`src/rtl/shift_arb_ctrl.sv`:
```
// shift_arb_ctrl: round-robin sequencer for one shared shift-register datapath.
// Each granted operation is one load cycle, NBITS shift cycles and a
// one-cycle done pulse. All outputs are decoded from registered state only.
module shift_arb_ctrl #(
    parameter int NBITS = 4,
    parameter int CNT_W = 3
) (
    input  logic       clk,
    input  logic       rst,
    input  logic [1:0] req,
    output logic [1:0] grant,
    output logic       sel,
    output logic       Ld,
    output logic       Sh,
    output logic       busy,
    output logic       done
);

    typedef enum logic [1:0] {IDLE, LOAD, SHIFT, DONE} state_t;

    state_t             state, state_n;
    logic [1:0]         grant_q, grant_n;
    logic [CNT_W-1:0]   cnt;
    logic               last;

    localparam logic [CNT_W-1:0] CNT_LAST = CNT_W'(NBITS - 1);

    // Single requester wins outright; on a tie the one that did not go last wins.
    function automatic logic [1:0] arb(input logic [1:0] r, input logic lst);
        if (r == 2'b11) return lst ? 2'b01 : 2'b10;
        return r;
    endfunction

    // Next-state and next-grant decode; req only matters in IDLE and DONE.
    always_comb begin
        state_n = state;
        grant_n = grant_q;
        case (state)
            IDLE: begin
                grant_n = 2'b00;
                if (req != 2'b00) begin
                    grant_n = arb(req, last);
                    state_n = LOAD;
                end
            end
            LOAD:  state_n = SHIFT;
            SHIFT: if (cnt == CNT_LAST) state_n = DONE;
            DONE: begin
                // Pointer update (last <= sel) is applied here ahead of the register.
                if (req != 2'b00) begin
                    grant_n = arb(req, grant_q[1]);
                    state_n = LOAD;
                end else begin
                    grant_n = 2'b00;
                    state_n = IDLE;
                end
            end
            default: begin
                grant_n = 2'b00;
                state_n = IDLE;
            end
        endcase
    end

    // State, grant, shift counter and round-robin pointer registers.
    always_ff @(posedge clk) begin
        if (rst) begin
            state   <= IDLE;
            grant_q <= 2'b00;
            cnt     <= '0;
            last    <= 1'b1;
        end else begin
            state   <= state_n;
            grant_q <= grant_n;
            case (state)
                LOAD:  cnt <= '0;
                // Wrap instead of incrementing past the final shift.
                SHIFT: cnt <= (cnt == CNT_LAST) ? '0 : cnt + 1'b1;
                DONE:  last <= grant_q[1];
                default: ;
            endcase
        end
    end

    // Moore output decode.
    always_comb begin
        grant = grant_q;
        sel   = grant_q[1];
        Ld    = (state == LOAD);
        Sh    = (state == SHIFT);
        busy  = (state != IDLE);
        done  = (state == DONE);
    end

endmodule
```
`config.mk`:
```
export PLATFORM = sky130hd
export DESIGN_NAME = shift_arb_ctrl
export DESIGN_NICKNAME = d
export VERILOG_FILES = /design/src/rtl/shift_arb_ctrl.sv
export SDC_FILE = /design/constraint.sdc
export NUM_CORES = 1
export LEC_CHECK = 0
export ABC_AREA = 1
export CORE_ASPECT_RATIO = 1.25
export CORE_UTILIZATION = 25
export DETAILED_ROUTE_END_ITERATION = 16
export DONT_BUFFER_PORTS = 1
export MAX_ROUTING_LAYER = met4
export PLACE_DENSITY = 0.43
export SLEW_MARGIN = 5
export SYNTH_ARGS = -nofsm -noshare
export SYNTH_HDL_FRONTEND = slang
export SYNTH_SLANG_ARGS = --single-unit
```
`constraint.sdc`:
```
create_clock -name clk -period 1.7 [get_ports clk]
set_input_delay 0.255 -clock clk [delete_from_list [all_inputs] [get_ports clk]]
set_output_delay 0.255 -clock clk [all_outputs]
set_load 0.005 [all_outputs]
```
==> impl_metrics.ini, run 1 <==
[timing]
finalCritPeriodShare = 0.797
fin_tns_setup_ns = 0
setup_violations = 0
finalHoldViolCount = 0
relSlewSlack = 0.867
max_slew.worst_pin.slew_ns = 0.200
finClkSkew_ns = 0.00384
rsz0062_at_grt = no
fmax_mhz = 738
setup_ws_ns = 0.345
fin_crit_ns = 1.36
drv_slew = 0

[clock_tree]
cts.clk_slew.worst_paths_ns = 0.06
hold_buffers = 0
root_buffer = clkbuf_4
post_cts_buffers = 0
post_cts_resized = 0
numCtsBuffers = 3
h-tree-depth = 1
clockBufferDepth = 2
tritoncts = done
clk_latency_ns = 0.25
cts.sinks = 8

[synth]
syn-num-nets = 69
yosysSeqAreaShare = 0.361
synthCells = 59
synth_area_per_cell_sq_um = 7.53
netlist_area_sq_um = 444
synthMuxAreaShare = 0
synth_warnings = 0
synthSimpleGateAreaFrac = 0.220
ys_ff_latch = 8
synth_top_family_by_area = simple AND/OR/NAND/NOR gates
synth-adder-area-share = 0.169
synth-compound-area-share = 0.149
netlist-cell-type-count = 16
synth-xor-area-share = 0

[worst_setup_path]
start_kind = flip-flop
required_ns = 1.85
arrival_ns = 1.51
worstSetupEndpointType = flip-flop
crit_path_start = state[0]$_SDFFE_PP0P_
r2r_start = state[0]$_SDFFE_PP0P_
worstPathMaxFanout = 6
critical_path_class = reg2reg

[floorplanning]
core_area_sq_um = 1620
die_x_microns = 39.7
die_area_sq_um = 1950
io_pins = 11
start_util = 0.274
std_cell_rows = 16
dieHeight_microns = 49.1

[finish]
layout_commonest_cell = nand2_1
nNetsFinal = 73
final_cell_mix = nand2_1, inv_1, dfxtp_1
areaGrowthSynthToFinish_pct = 8.45
antenna_cells = 0
drive_gt1_frac = 0.115

[placement]
io_buffers = 0
gp_congestion = 0.783
place_worst_setup_slack_ns = 0.330
hpwlAfterDp_microns = 658

[routing]
drtIter0Drc = 8
antenna_left = 0
drc = 0
vias_per_cell = 4.44
wire_per_inst_microns = 10.2
dr.pass1.iters = 2
wl_microns = 805
route.vias.total = 351

[power]
intPower_uw = 413
combPwrFrac = 0.378
p_leak_uw = 0.000224
p_per_area_nw_per_um2 = 1410
swShare = 0.390
share_seq_of_total_power = 0.404
ir_drop_uv = 468
power.switching_uw = 264
clockPowerShare = 0.218

[hold_path]
worstHoldStart = rst
hold_class = in2reg

[global_route]
grt_pass1_wl_mm = 1.32
grt_max_degree = 7
grt_pass1_vias = 308
grt_remaining_overflow = 0
track_usage = 0.102
antenna_found_initial = 0

[run]
maxCapViolCount = 0

[status]
status = complete, no violations
[synth_stat cells]
library cell  number  share of area
nor2_2             1          0.014
ha_1               6           0.17
nand2_1           12           0.10
a21oi_1            6          0.068
o21ai_1            1          0.011
o21ai_0            3          0.034
dfxtp_1            8           0.36
buf_4              1          0.017
a21oi_2            1          0.020
inv_1             10          0.085
nand4_1            1          0.014
nand2_2            2          0.028
nor3_1             1          0.011
nand3_1            3          0.034
nor2_1             2          0.017
o21bai_1           1          0.017
[final cells by class]
type	count	area [sq um]
fillers	188	1140
multi-input cells	40	239
clock buffers	3	22.5
well taps	18	22.5
inverters	10	37.5
flip-flops and latches	8	160
[path summary, 6_finish.rpt]
path / to / slack (ns) / cells after the start
max: cnt[0]$_SDFFE_PP0P_ / 0.34 / 6
min: state[0]$_SDFFE_PP0P_ / 0.06 / 1
max reg2reg: cnt[0]$_SDFFE_PP0P_ / 0.34 / 6
min reg2reg: cnt[2]$_SDFFE_PP0P_ / 0.44 / 2
[state kept, by name, indices dropped and copies added (netlist names)]
name / cells
grant: 2
last: 1
state: 2
cnt: 3
[layer usage]
| layer | up-vias | wire [microns] | global-route usage |
|---|---|---|---|
| met5 | - | 0 | - |
| met4 | 0 | 12 | 0.0345 |
| met3 | 2 | 80 | 0.0822 |
| met2 | 13 | 352 | 0.131 |
| met1 | 144 | 360 | 0.118 |
| li1 | 192 | - | - |
[worst max-delay path, stage by stage (launching register included)]
cell     delay, ns
dfxtp_1       0.40
inv_1         0.10
ha_1          0.37
inv_1         0.16
nor2_1        0.06
o21ai_1       0.11
nor2_1        0.05
[power by group through the flow]
stage          Combinational [uW]  Sequential (uW)  Clock [uW]
2_1_floorplan                 229              266           0
3_3_place_gp                  265              281           0
3_5_place_dp                  266              279           0
4_1_cts                       266              276         155
5_1_grt                       304              286         162
6_report                      256              273         147
[metrics by stage]
stage,utilization,power [uW],cells,instance area [sq um],hold WS [ns]
after detailed placement,0.283,545,76,459,0.323
after floorplan,-,495,59,444,0.317
after CTS,0.297,697,79,482,0.0468
after global routing,0.297,753,79,482,0.0413
final,0.297,677,79,482,0.0589
after global placement,0.283,546,76,459,0.320
[kinds of logic after synthesis]
logic type / Yosys count
fa+ha+maj: 6
simple gates: 22
flops: 8
compound gates: 12
buf+inv: 11
Note: power is estimated with default switching activity, not from simulation.
==> run 2, diff against run 1 <==
Clock period 1.7 ns to 1.4 ns, I/O delays scaled along.
==> run 2 against run 1 <==
Against the previous run: count of clock-buffer cells in the layout did not move; clock power is 21% higher; clock skew is 0.0022 ns higher; total power rose by 27%; critical endpoint unchanged; sequential share of layout area fell by 1.0 points; critical path depth unchanged; setup slack lost 0.22 ns; register-to-register slack got worse by 0.22 ns; fmax up 6.5%; design area up 3.9%.
==> impl_metrics.ini, run 2 (synthesis gave the netlist of run 1 again) <==
[clock_tree]
clk_latency_ns = 0.25
root_buffer = clkbuf_4
cts.clk_slew.worst_paths_ns = 0.06
h-tree-depth = 1
tritoncts = done
numCtsBuffers = 3
cts.sinks = 8
clockBufferDepth = 2

[timing]
finalCritPeriodShare = 0.909
finClkSkew_ns = 0.00607
fin_crit_ns = 1.27
fin_tns_setup_ns = 0
rsz0062_at_grt = no
max_slew.worst_pin.slew_ns = 0.214
hold_slack_ns = 0.0197
setup_ws_ns = 0.127
relSlewSlack = 0.857
setup_violations = 0
fmax_mhz = 786
drv_slew = 0
finalHoldViolCount = 0

[worst_setup_path]
r2r_start = state[1]$_SDFFE_PP0P_
worstSetupEndpointType = flip-flop
arrival_ns = 1.42
critical-path-max-stage-delay_ns = 0.37
start_kind = flip-flop
crit_path_start = state[1]$_SDFFE_PP0P_
worstPathMaxFanout = 6
critical_path_class = reg2reg
reg2reg_to = cnt[0]$_SDFFE_PP0P_
r2r_setup_slack_ns = 0.13
r2r.worst_path.cells = 6
required_ns = 1.55
path_cells = inv_1 -> ha_1 -> inv_1 -> nor2_1 -> o21ai_1 -> nor2_1
cpMaxStageDelayCell = dfxtp_1

[global_route]
track_usage = 0.112
antenna_found_initial = 0
grt_pass1_wl_mm = 1.46
grt_remaining_overflow = 0
grt_pass1_vias = 374
grt_max_degree = 7

[hold_path]
worstHoldStart = rst
min_path_cells = 1
hold_class = in2reg
holdPathEnd = state[1]$_SDFFE_PP0P_

[routing]
top_layer = met4
wl_microns = 853
vias_per_cell = 4.67
wl_met3_microns = 51
route.vias.total = 378
drc = 0
dr.pass1.iters = 4
wire_per_inst_microns = 10.5
wl_met1_microns = 397
drtIter0Drc = 5
antenna_left = 0
wl_met2_microns = 394

[finish]
areaGrowthSynthToFinish_pct = 12.7
layout.cells.non_filler = 81
nFillCells = 185
antenna_cells = 0
drive_gt1_frac = 0.143
largest_reg_flops = 3
largest_register = cnt
final_cell_mix = nand2_1, inv_1, dfxtp_1
nNetsFinal = 75
layout_commonest_cell = nand2_1

[power]
swShare = 0.389
intPower_uw = 525
clockPowerShare = 0.207
p_leak_uw = 0.000233
ir_drop_uv = 523
totalPowerFinal_uw = 858
p_per_area_nw_per_um2 = 1720
power.switching_uw = 334
combPwrFrac = 0.406
share_seq_of_total_power = 0.387

[placement]
gp_congestion = 0.739
place_inst = 77
io_buffers = 0
place_worst_setup_slack_ns = 0.0956
hpwlAfterDp_microns = 686

[floorplanning]
io_pins = 11
die_area_sq_um = 1950
core_area_sq_um = 1620
std_cell_rows = 16
die_x_microns = 39.7
start_util = 0.274
dieHeight_microns = 49.1

[run]
maxCapViolCount = 0

[status]
status = complete, no violations
run 2: cell count changes in the layout (fill, tap and decap cells not counted), sizes merged:
cell	previous run	this run
dlygate4sd3	0	1
buf	0	1
run 2: critical path, delay by kind of cell (launching register included):
kind,cells,cell delay (ns)
AO/OA/AOI/OAI,1,0.11
flip-flops,1,0.37
buffers and inverters,2,0.26
adder cells (fa/ha/maj),1,0.31
AND/OR/NAND/NOR,2,0.12
run 2: final cells by class:
type                    count  area (sq um)  share of cell area
clock buffers               3          22.5              0.0450
inverters                  10          37.5              0.0750
multi-input cells          40           239               0.477
flip-flops and latches      8           161               0.323
repair buffers              2          17.5              0.0350
well taps                  18          22.5              0.0450
run 2: power by group through the flow:
stage	logic (uW)	clock network [uW]	registers, uW
after floorplan	278	0	323
after CTS	353	188	331
after detailed placement	351	0	336
final	348	178	332
after global routing	402	205	347
after global placement	349	0	338
run 2: how the worst max path moves through the flow:
| stage | to | slack [ns] | cells past startpoint |
|---|---|---|---|
| floorplan | cnt[0]$_SDFFE_PP0P_ | 0.17 | 6 |
| global placement | cnt[0]$_SDFFE_PP0P_ | 0.09 | 6 |
| detailed placement | cnt[0]$_SDFFE_PP0P_ | 0.1 | 6 |
| CTS | cnt[0]$_SDFFE_PP0P_ | 0.08 | 6 |
| global route | cnt[0]$_SDFFE_PP0P_ | 0.009 | 6 |
| finish | cnt[0]$_SDFFE_PP0P_ | 0.13 | 6 |
run 2: through the flow:
step,cell area (sq um),utilization
CTS,489,0.302
detailed placement,467,0.288
finish,500,0.309
global route,500,0.309
floorplan,444,-
global placement,467,0.288
run 2: metal layers:
layer / vias up / track usage
met5: - / -
met4: 0 / 0.0690
met3: 2 / 0.0457
met2: 9 / 0.150
met1: 172 / 0.134
li1: 195 / -
run 2: what timing repair did:
item | 4_1_cts | 5_1_grt
setup endpoints to repair | 0 | 3
endpoints found under the hold margin | 0 | 1
buffers inserted | 0 | 0
hold buffers | 0 | 1
gates resized for setup | 0 | 1
